[config.mk]
export PLATFORM = sky130hd
export DESIGN_NAME = cpu_pipe_core_flat
export DESIGN_NICKNAME = d
export VERILOG_FILES = /design/src/rtl/cpu_pipe_if.sv /design/src/rtl/cpu_pipe_core.sv /design/src/flat_wrapper.sv
export SDC_FILE = /design/constraint.sdc
export NUM_CORES = 1
export LEC_CHECK = 0
export CAP_MARGIN = 15
export CORE_MARGIN = 2
export CORE_UTILIZATION = 60
export DETAILED_ROUTE_END_ITERATION = 12
export PLACE_DENSITY = 0.82
export SETUP_SLACK_MARGIN = 0.15
export SYNTH_ARGS = -nofsm -noshare
export SYNTH_HDL_FRONTEND = slang
export SYNTH_SLANG_ARGS = --single-unit
[constraint.sdc]
create_clock -name clk -period 10.5 [get_ports clk]
set_clock_uncertainty 0.15 [all_clocks]
set_input_delay 3.15 -clock clk [delete_from_list [all_inputs] [get_ports clk]]
set_output_delay 3.15 -clock clk [all_outputs]
set_load 0.1 [all_outputs]
[src/rtl/cpu_pipe_if.sv]
// Memory-side bundle of the 5-stage core: instruction fetch, data SRAM port
// and the debug writeback/flag view.
interface cpu_pipe_if #(
  parameter int DATA_W = 32,
  parameter int ADDR_W = 11
);
  logic [ADDR_W-1:0] imem_addr;
  logic [31:0]       imem_rdata;
  logic              read_mem;
  logic              write_mem;
  logic [ADDR_W-1:0] dmem_addr;
  logic [DATA_W-1:0] dmem_wdata;
  logic [DATA_W-1:0] dmem_rdata;
  logic [DATA_W-1:0] result;
  logic              result_vld;
  logic              carry;

  modport master (
    output imem_addr, read_mem, write_mem, dmem_addr, dmem_wdata,
    output result, result_vld, carry,
    input  imem_rdata, dmem_rdata
  );

  modport slave (
    input  imem_addr, read_mem, write_mem, dmem_addr, dmem_wdata,
    input  result, result_vld, carry,
    output imem_rdata, dmem_rdata
  );
endinterface

[src/rtl/cpu_pipe_core.sv]
// 5-stage in-order core (IF/DE/EX/MEM/WB) with register file, EX forwarding,
// load-use stall and flag-conditional branches resolved in EX.
module cpu_pipe_core #(
  parameter int DATA_W = 32,
  parameter int ADDR_W = 11,
  parameter int REG_AW = 3
) (
  input  logic       clk,
  input  logic       reset,
  cpu_pipe_if.master bus
);
  localparam int NREG = 2 ** REG_AW;

  typedef enum logic [2:0] {
    OP_NOOP   = 3'b000,
    OP_OR     = 3'b001,
    OP_AND    = 3'b010,
    OP_SUB    = 3'b011,
    OP_ADD    = 3'b100,
    OP_BRANCH = 3'b101,
    OP_STORE  = 3'b110,
    OP_LOAD   = 3'b111
  } op_e;

  typedef struct packed {
    op_e               op;
    logic [REG_AW-1:0] rd;
    logic [REG_AW-1:0] rs1;
    logic [REG_AW-1:0] rs2;
    logic [1:0]        cond;
    logic [ADDR_W-1:0] imm;
  } dec_t;

  function automatic logic is_alu(op_e op);
    return op inside {OP_ADD, OP_SUB, OP_AND, OP_OR};
  endfunction

  function automatic logic writes_reg(op_e op);
    return is_alu(op) || op == OP_LOAD;
  endfunction

  function automatic logic uses_rs1(op_e op);
    return is_alu(op) || op == OP_LOAD || op == OP_STORE;
  endfunction

  function automatic logic uses_rs2(op_e op);
    return is_alu(op) || op == OP_STORE;
  endfunction

  logic [ADDR_W-1:0] pc;
  dec_t              fetch_dec, de_q, ex_q;
  logic [DATA_W-1:0] ex_a, ex_b;
  op_e               mem_op, wb_op;
  logic [REG_AW-1:0] mem_rd, wb_rd;
  logic [DATA_W-1:0] mem_val, mem_wdata, wb_val;
  logic              c_flag, z_flag;
  logic [DATA_W-1:0] regs [NREG];

  logic [DATA_W-1:0] wb_data, de_a, de_b, op_a, op_b, alu_res;
  logic [DATA_W:0]   sum_add, sum_sub;
  logic [ADDR_W-1:0] ea;
  logic              wb_we, flags_we, c_next, taken, load_use, stall;

  always_comb begin
    fetch_dec.op   = op_e'(bus.imem_rdata[31:29]);
    fetch_dec.rd   = bus.imem_rdata[26 +: REG_AW];
    fetch_dec.rs1  = bus.imem_rdata[23 +: REG_AW];
    fetch_dec.rs2  = bus.imem_rdata[20 +: REG_AW];
    fetch_dec.cond = bus.imem_rdata[28:27];
    fetch_dec.imm  = bus.imem_rdata[ADDR_W-1:0];
  end

  // Loads land in WB straight from the SRAM read port.
  assign wb_data = (wb_op == OP_LOAD) ? bus.dmem_rdata : wb_val;
  assign wb_we   = writes_reg(wb_op);

  // Write-first register read: a WB write to the same index is seen in DE.
  assign de_a = (wb_we && wb_rd == de_q.rs1) ? wb_data : regs[de_q.rs1];
  assign de_b = (wb_we && wb_rd == de_q.rs2) ? wb_data : regs[de_q.rs2];

  always_comb begin
    // NOTE: every always_comb output gets a default first so no path can infer a latch.
    op_a     = ex_a;
    op_b     = ex_b;
    alu_res  = '0;
    flags_we = 1'b0;
    c_next   = c_flag;
    taken    = 1'b0;

    if (is_alu(mem_op) && mem_rd == ex_q.rs1)  op_a = mem_val;
    else if (wb_we && wb_rd == ex_q.rs1)       op_a = wb_data;
    if (is_alu(mem_op) && mem_rd == ex_q.rs2)  op_b = mem_val;
    else if (wb_we && wb_rd == ex_q.rs2)       op_b = wb_data;

    sum_add = {1'b0, op_a} + {1'b0, op_b};
    sum_sub = {1'b0, op_a} + {1'b0, ~op_b} + (DATA_W+1)'(1);
    ea      = op_a[ADDR_W-1:0] + ex_q.imm;

    case (ex_q.op)
      OP_ADD: begin
        alu_res  = sum_add[DATA_W-1:0];
        c_next   = sum_add[DATA_W];
        flags_we = 1'b1;
      end
      OP_SUB: begin
        alu_res  = sum_sub[DATA_W-1:0];
        c_next   = sum_sub[DATA_W];
        flags_we = 1'b1;
      end
      OP_AND:            alu_res = op_a & op_b;
      OP_OR:             alu_res = op_a | op_b;
      OP_LOAD, OP_STORE: alu_res = DATA_W'(ea);
      OP_BRANCH: begin
        case (ex_q.cond)
          2'b00:   taken = 1'b1;
          2'b01:   taken = c_flag;
          2'b10:   taken = z_flag;
          default: taken = !z_flag;
        endcase
      end
      default: ;
    endcase
  end

  assign load_use = (ex_q.op == OP_LOAD) &&
                    ((uses_rs1(de_q.op) && de_q.rs1 == ex_q.rd) ||
                     (uses_rs2(de_q.op) && de_q.rs2 == ex_q.rd));
  // A taken branch discards the DE instruction, so it overrides the stall.
  assign stall = load_use && !taken;

  // NOTE: state registers use non-blocking assignments so every stage samples pre-edge values.
  always_ff @(posedge clk) begin
    if (reset) begin
      pc        <= '0;
      de_q      <= '0;
      ex_q      <= '0;
      ex_a      <= '0;
      ex_b      <= '0;
      mem_op    <= OP_NOOP;
      mem_rd    <= '0;
      mem_val   <= '0;
      mem_wdata <= '0;
      wb_op     <= OP_NOOP;
      wb_rd     <= '0;
      wb_val    <= '0;
      c_flag    <= 1'b0;
      z_flag    <= 1'b0;
      // NOTE: the register file is small flop storage, so it is cleared on reset like any other state.
      for (int i = 0; i < NREG; i++) regs[i] <= '0;
    end else begin
      if (taken)       pc <= ex_q.imm;
      else if (!stall) pc <= pc + ADDR_W'(1);

      if (taken)       de_q <= '0;
      else if (!stall) de_q <= fetch_dec;

      if (taken || stall) begin
        ex_q <= '0;
      end else begin
        ex_q <= de_q;
        ex_a <= de_a;
        ex_b <= de_b;
      end

      mem_op    <= ex_q.op;
      mem_rd    <= ex_q.rd;
      mem_val   <= alu_res;
      mem_wdata <= op_b;

      wb_op  <= mem_op;
      wb_rd  <= mem_rd;
      wb_val <= mem_val;

      if (flags_we) begin
        c_flag <= c_next;
        z_flag <= (alu_res == '0);
      end

      if (wb_we) regs[wb_rd] <= wb_data;
    end
  end

  // Strobes are gated by reset so an in-flight store cannot land on a reset edge.
  assign bus.imem_addr  = pc;
  assign bus.read_mem   = (mem_op == OP_LOAD) && !reset;
  assign bus.write_mem  = (mem_op == OP_STORE) && !reset;
  assign bus.dmem_addr  = mem_val[ADDR_W-1:0];
  assign bus.dmem_wdata = mem_wdata;
  assign bus.result_vld = wb_we && !reset;
  assign bus.result     = bus.result_vld ? wb_data : '0;
  assign bus.carry      = c_flag;
endmodule

[src/flat_wrapper.sv]
// flat-port wrapper written by rule: the top's interface ports become plain ports
module cpu_pipe_core_flat 
#(
  parameter int DATA_W = 32,
  parameter int ADDR_W = 11,
  parameter int REG_AW = 3
)
  (clk, reset, bus_imem_addr, bus_read_mem, bus_write_mem, bus_dmem_addr, bus_dmem_wdata, bus_result, bus_result_vld, bus_carry, bus_imem_rdata, bus_dmem_rdata);
  cpu_pipe_if #(.DATA_W(DATA_W), .ADDR_W(ADDR_W)) bus_i ();
  input  logic clk;
  input  logic reset;
  output wire logic [$bits(bus_i.imem_addr)-1:0] bus_imem_addr;
  output wire logic [$bits(bus_i.read_mem)-1:0] bus_read_mem;
  output wire logic [$bits(bus_i.write_mem)-1:0] bus_write_mem;
  output wire logic [$bits(bus_i.dmem_addr)-1:0] bus_dmem_addr;
  output wire logic [$bits(bus_i.dmem_wdata)-1:0] bus_dmem_wdata;
  output wire logic [$bits(bus_i.result)-1:0] bus_result;
  output wire logic [$bits(bus_i.result_vld)-1:0] bus_result_vld;
  output wire logic [$bits(bus_i.carry)-1:0] bus_carry;
  input wire logic [$bits(bus_i.imem_rdata)-1:0] bus_imem_rdata;
  input wire logic [$bits(bus_i.dmem_rdata)-1:0] bus_dmem_rdata;
  assign bus_imem_addr = bus_i.imem_addr;
  assign bus_read_mem = bus_i.read_mem;
  assign bus_write_mem = bus_i.write_mem;
  assign bus_dmem_addr = bus_i.dmem_addr;
  assign bus_dmem_wdata = bus_i.dmem_wdata;
  assign bus_result = bus_i.result;
  assign bus_result_vld = bus_i.result_vld;
  assign bus_carry = bus_i.carry;
  assign bus_i.imem_rdata = bus_imem_rdata;
  assign bus_i.dmem_rdata = bus_dmem_rdata;
  cpu_pipe_core #(.DATA_W(DATA_W), .ADDR_W(ADDR_W), .REG_AW(REG_AW)) u_core (.clk(clk), .reset(reset), .bus(bus_i));
endmodule
# After elaboration in Yosys (flattened, before gate mapping)
# Memory sizes are Yosys's and may differ from the RTL's. A register that Yosys moved wholly into a read port is not among the register bits.
# Cells that the tools add are included.
[classes]
n_addsub = 5
eq_ne = 33
muxes = 21
n_reduce_logical = 34
bitwise = 3
[ops]
columns = ["op", "n"]
rows = [
  ["two-way mux 32 bit", 7],
  ["one-hot mux 32 bit (5 select lines)", 1],
  ["adder 32 x 32 -> 33 bit", 2],
  ["== test 3 bit (second input constant)", 12],
  ["adder 33 x 1 -> 33 bit (second input constant)", 1],
  ["bitwise AND 32 bit", 1],
  ["zero test 32 bit", 1],
  ["inverter 32 bit", 1],
  ["OR 32 bit", 1],
  ["OR reduction 32 bit", 1],
  ["== test 3 x 2 -> 1 bit (second input constant)", 8],
  ["two-way mux 11 bit", 2],
  ["== test 3 bit", 6],
  ["== test 3 x 1 -> 1 bit (second input constant)", 4],
  ["nonzero test 4 bit", 3],
  ["adder 11 x 1 -> 11 bit (second input constant)", 1],
  ["adder 11 bit", 1],
  ["logical AND 1 bit", 11],
  ["two-way mux 1 bit", 8],
  ["OR reduction 2 bit", 4],
  ["logical OR 1 bit", 6],
  ["zero test 1 bit", 5],
  ["two-way mux 3 bit", 1],
  ["one-hot mux 1 bit (3 select lines)", 1],
  ["7 further kinds", 7],
]
[word_totals]
ramBits = 256
n_memories = 1
wordCells = 119
register_bits = 171
[memory_table]
columns = ["name", "depth", "word_bits", "rd", "rd_ports_with_merged_regs", "wr", "line_no", "source"]
rows = [
  ["u_core.regs", 8, 32, 2, 2, 8, "cpu_pipe_core.sv:57", "logic [DATA_W-1:0] regs [NREG];"],
]

# Longest topological paths before layout
[logic_depth]
depth_word = 11
ltp_mapped = 22

# Worst setup path before layout
# Ideal clock, no wire load.
[synth_timing]
path_type = "in2out"
from = "input reset"
to = "output bus_result[10]"
arrival_ns = 5.051
path_buffers = 2
required_ns = 7.200
path_slack_ns = 2.149
path_stages = 4
path_cell_list = "or2_2 -> clkbuf_1 -> clkbuf_1 -> nor2_1"
[synth_between]
elab_chain_cells = 3
[synth_rtl]
columns = ["item", "line_no", "source"]
rows = [
  ["start, declared", "flat_wrapper.sv:11", "input logic reset;"],
  ["zero test 1 bit", "cpu_pipe_core.sv:189", "assign bus.result_vld = wb_we && !reset;"],
  ["logical AND 1 bit", "cpu_pipe_core.sv:189", ""],
  ["two-way mux 32 bit", "cpu_pipe_core.sv:190", "assign bus.result = bus.result_vld ? wb_data : '0;"],
  ["end, declared", "flat_wrapper.sv:17", "output wire logic [$bits(bus_i.result)-1:0] bus_result;"],
]
# Every way passes these cells.

# Worst setup path in the final report
[layout_timing]
from = "input reset"
to = "output bus_result_vld"
[layout_between]
elab_chain_cells = 2
[layout_rtl]
columns = ["item", "line_no", "source"]
rows = [
  ["zero test 1 bit", "cpu_pipe_core.sv:189", ""],
  ["logical AND 1 bit", "cpu_pipe_core.sv:189", ""],
  ["end, declared", "flat_wrapper.sv:18", "output wire logic [$bits(bus_i.result_vld)-1:0] bus_result_vld;"],
]
# Every way passes these cells.

==> flow_summary.html <==
<table>
<tr><th>Metric</th><th>Value</th></tr>
<tr><th colspan="2">CTS</th></tr>
<tr><td>Setup fix buffers added after clock tree synthesis</td><td>0</td></tr>
<tr><td>Maximum buffer depth of the clock tree</td><td>3</td></tr>
<tr><td>Buffer type at the clock tree root</td><td>sky130_fd_sc_hd__clkbuf_16</td></tr>
<tr><td>Clock tree from TritonCTS</td><td>done</td></tr>
<tr><td>Clock latency on the worst-skew pair</td><td>0.62 ns</td></tr>
<tr><td>H-Tree Depth</td><td>2</td></tr>
<tr><td>Clock-pin slew of the registers on the worst-case setup and hold paths</td><td>0.06 ns</td></tr>
<tr><td>Gates resized, CTS repair</td><td>0</td></tr>
<tr><td>Sinks on the clock net</td><td>487</td></tr>
<tr><td>Number of clock buffers inserted by TritonCTS</td><td>51</td></tr>
<tr><td>Hold buffer count at CTS</td><td>0</td></tr>
<tr><th colspan="2">Timing</th></tr>
<tr><td>Max-slew violations</td><td>0</td></tr>
<tr><td>Max Freq</td><td>0.110 GHz</td></tr>
<tr><td>Final Hold Viols</td><td>0</td></tr>
<tr><td>Final worst path period need</td><td>9.11 ns</td></tr>
<tr><td>Fraction of the cycle the final worst path needs</td><td>86.8%</td></tr>
<tr><td>Transition time at the pin with the least slew margin</td><td>1.24 ns</td></tr>
<tr><td>Setup repair after global routing missed its margin</td><td>false</td></tr>
<tr><td>Final setup vio count</td><td>0</td></tr>
<tr><td>Slew Limit Headroom</td><td>15.0%</td></tr>
<tr><td>WHS</td><td>0.311 ns</td></tr>
<tr><td>Summed negative setup slack over all endpoints</td><td>0 ns</td></tr>
<tr><td>Minimum setup slack in the final design</td><td>1.39 ns</td></tr>
<tr><th colspan="2">Placement</th></tr>
<tr><td>Post-Place Cells</td><td>3467</td></tr>
<tr><td>GPL Wtd Cong</td><td>0.950</td></tr>
<tr><td>Post-detailed-placement cell area</td><td>30100 sq um</td></tr>
<tr><td>Pre-CTS setup slack</td><td>1.42 ns</td></tr>
<tr><td># port buffers</td><td>146</td></tr>
<tr><td>Dpl hpwl</td><td>63.7 mm</td></tr>
<tr><th colspan="2">Pwr</th></tr>
<tr><td>VDD IR max</td><td>0.165 mV</td></tr>
<tr><td>Total power density per cell area</td><td>167 nW/um^2</td></tr>
<tr><td>Leakage</td><td>12.3 nW</td></tr>
<tr><td>Overall power</td><td>5.31 mW</td></tr>
<tr><th colspan="2">Drt</th></tr>
<tr><td>Per-cell routed wire length</td><td>27.1 microns</td></tr>
<tr><td>Vias per Instance</td><td>6.79</td></tr>
<tr><td>Wire length after detailed routing</td><td>96.6 mm</td></tr>
<tr><td>DR pass1 iterations</td><td>7</td></tr>
<tr><td>Remaining number of nets flagged by the antenna check after routing</td><td>0</td></tr>
<tr><td>DRC Markers</td><td>0</td></tr>
<tr><td>Starting DRC count in detailed routing</td><td>3512</td></tr>
<tr><td>Via count of the routed design</td><td>24.2k</td></tr>
<tr><th colspan="2">Final layout</th></tr>
<tr><td>Area used by multi-input combinational logic</td><td>14600 sq um</td></tr>
<tr><td>Area growth syn-to-layout</td><td>12.6%</td></tr>
<tr><td>Layout Nets</td><td>3091</td></tr>
<tr><td>Final instance area</td><td>31800 sq um</td></tr>
<tr><td>Final instance count without filler cells</td><td>3565</td></tr>
<tr><td>Register Area</td><td>12300 sq um</td></tr>
<tr><td>Fraction of layout cells with a size suffix above 1</td><td>14.2%</td></tr>
<tr><td>Number of fill cells</td><td>3385</td></tr>
<tr><td>Core utilization of the finished layout</td><td>68.4%</td></tr>
<tr><th colspan="2">Floorplan</th></tr>
<tr><td>Die ar.</td><td>48800 sq um</td></tr>
<tr><td>Horizontal die dimension</td><td>221 microns</td></tr>
<tr><td>Die height</td><td>221 microns</td></tr>
<tr><td>Initial standard-cell utilization of the core</td><td>60.7%</td></tr>
<tr><td>Total I/O pin count</td><td>156</td></tr>
<tr><td>Cell row count</td><td>79</td></tr>
<tr><td>Placeable core area</td><td>46600 sq um</td></tr>
<tr><th colspan="2">Worst setup path</th></tr>
<tr><td>Max Fanout on Critical Path</td><td>34</td></tr>
<tr><td>Crit. path cell count</td><td>4</td></tr>
<tr><td>CP bufs+invs</td><td>3</td></tr>
<tr><td>Type of the worst setup path</td><td>primary input to primary output</td></tr>
<tr><td>Reg-to-Reg Start</td><td>u_core.wb_op[2]$_SDFF_PP0_</td></tr>
<tr><td>Path depth of the worst reg2reg path</td><td>19</td></tr>
<tr><td>Worst setup path startpoint</td><td>reset</td></tr>
<tr><td>Startpoint Class</td><td>primary input</td></tr>
<tr><td>Critical Path AT</td><td>5.81 ns</td></tr>
<tr><td>Cells along the critical path</td><td>buf_6, or2_2, clkinv_1, clkdlybuf4s50_1</td></tr>
<tr><td>Required time worst endpoint</td><td>7.20 ns</td></tr>
<tr><td>Capturing element type of the critical path</td><td>primary output</td></tr>
<tr><td>Peak per-stage delay on the critical path</td><td>1.12 ns</td></tr>
<tr><td>Crit path max-delay family</td><td>buffers and inverters</td></tr>
<tr><td>Critical path's slowest cell</td><td>sky130_fd_sc_hd__clkdlybuf4s50_1</td></tr>
<tr><th colspan="2">Worst hold path</th></tr>
<tr><td>Worst hold-check path type</td><td>flip-flop to flip-flop</td></tr>
<tr><td>Worst hold path depth</td><td>1</td></tr>
<tr><td>Source of the worst hold timing path</td><td>u_core.de_q[5]$_SDFFE_PP0N_</td></tr>
<tr><th colspan="2">Synth</th></tr>
<tr><td>Fraction of the yosys area taken by sequential cells</td><td>43.6%</td></tr>
<tr><td>Post-synth EDFFs</td><td>256</td></tr>
<tr><td>Flip-flop and latch count after synthesis</td><td>487</td></tr>
<tr><td>Distinct cells, synth</td><td>82</td></tr>
<tr><td>Synthesized netlist net count</td><td>3055</td></tr>
<tr><td>Fraction of registers with async set or reset after synthesis</td><td>0%</td></tr>
<tr><td>Combined area of all synthesized cells</td><td>28300 sq um</td></tr>
<tr><td>Number of warning messages in the yosys log</td><td>0</td></tr>
<tr><td>Synth Instances</td><td>2878</td></tr>
<tr><td>Mean instance size in the synthesized netlist</td><td>9.82 sq um</td></tr>
<tr><td>Predominant post-synthesis flop cell</td><td>sky130_fd_sc_hd__edfxtp_1</td></tr>
<tr><th colspan="2">Status</th></tr>
<tr><td>Outcome</td><td>finished, final reports clean</td></tr>
<tr><th colspan="2">Global routing</th></tr>
<tr><td>First-pass GRT wire length</td><td>144 mm</td></tr>
<tr><td>GRT busiest layer</td><td>met2</td></tr>
<tr><td>M3 GR Usage</td><td>9.93%</td></tr>
<tr><td>Via count of the first global-routing pass</td><td>23.5k</td></tr>
<tr><td>Total gr overflow</td><td>0</td></tr>
<tr><td>Pin count of the biggest net entering global routing</td><td>93</td></tr>
<tr><td>GR Util All Layers</td><td>38.6%</td></tr>
<tr><td>Met1 GRT Util</td><td>50.2%</td></tr>
<tr><td>Initial antenna violation count</td><td>6</td></tr>
<tr><td>Met2 Use GR</td><td>60.2%</td></tr>
<tr><th colspan="2">Run</th></tr>
<tr><td>Maximum capacitance violations</td><td>0</td></tr>
</table>
## synthesized netlist by cell type (all sizes together), types with 36 or more instances
cell | instances | area share (%)
nor2 | 710 | 9.4
clkbuf | 204 | 2.7
o21ai | 57 | 1.0
ha | 108 | 4.8
mux2 | 95 | 3.8
nand2 | 63 | 0.84
mux4 | 128 | 10
nor2b | 65 | 1.4
edfxtp | 256 | 27
inv | 106 | 1.4
a21oi | 301 | 5.4
dfxtp | 231 | 16
buf | 36 | 0.67
mux2i | 101 | 3.6
## cell type report
| type | instances | share of cell area [%] |
|---|---|---|
| Clock inverter | 24 | 0.704 |
| Timing Repair Buffer | 223 | 6.42 |
| Clock buffer | 70 | 4.50 |
| Inverter | 107 | 1.26 |
| Multi-Input combinational cell | 2044 | 46.0 |
| Sequential cell | 487 | 38.7 |
| Tap cell | 607 | 2.39 |
| Antenna cell | 3 | 0.0236 |
## layer usage
metal | vias to the layer above | routed length [microns]
met2 | 1906 | 43400
li1 | 10317 | -
met4 | 6 | 5680
met1 | 11635 | 35300
met5 | - | 29
met3 | 358 | 12200
## where the power goes
part | total, mW | internal [mW] | switching, mW | leakage, nW
Combinational | 1.31 | 0.453 | 0.856 | 6.93
Clock | 1.83 | 1.05 | 0.780 | 0.820
Sequential | 2.17 | 2.10 | 0.0729 | 4.54
Total | 5.31 | 3.60 | 1.71 | 12.3
## placed cells by master, fill, tap and decap left out, drive strengths merged, types with 7 or more instances in the layout
cell type      synthesis  layout
nor2                 710     710
a21oi                301     301
edfxtp               256     256
dfxtp                231     231
clkdlybuf4s50          0     145
mux4                 128     128
ha                   108     108
inv                  106     107
mux2i                101     101
mux2                  95      95
buf                   36      78
clkbuf               204      70
nor2b                 65      65
nand2                 63      63
o21ai                 57      57
and2                  31      31
nor3                  29      29
xnor2                 28      28
nand3                 23      23
a21o                  20      20
nand4                 19      19
clkinv                 1      19
nand2b                18      18
a211oi                18      18
o31ai                 17      17
nor4                  15      15
o211ai                13      13
a221oi                13      13
a221o                 12      12
xor2                  11      11
a31oi                 11      11
o221ai                11      11
o21bai                10      10
or2                   10      10
o21a                   8       8
or3                    8       8
and3                   7       7
a211o                  7       7
o211a                  7       7
## cell families (layout without fill, tap and decap cells)
group           count (synthesis)  in the layout  share of synthesized area [%]
buf+inv                       347            424                           4.81
simple gates                 1013           1013                           15.6
fa+ha+maj                     111            111                           5.00
flops                         487            487                           43.6
mux                           324            324                           17.6
other cells                     0              3                              0
xor+xnor                       40             40                           1.29
compound gates                556            556                           12.2
## state kept, by name (all words and copies together), names as in the netlist, 23 cells and up
name	flops
u_core.bus.dmem_wdata	32
u_core.de_q	23
u_core.ex_a	32
u_core.ex_b	32
u_core.ex_q	23
u_core.mem_val	32
u_core.regs	256
u_core.wb_val	32
## worst paths after layout
path	end	slack (ns)
worst max-delay path	bus_result_vld	1.39
worst min-delay path	u_core.ex_q[5]$_SDFF_PP0_	0.31
worst max register to register	u_core.z_flag$_SDFFE_PP0P_	3.59
worst min register to register	u_core.ex_q[5]$_SDFF_PP0_	0.31
Power figures use the tool's default switching activity.
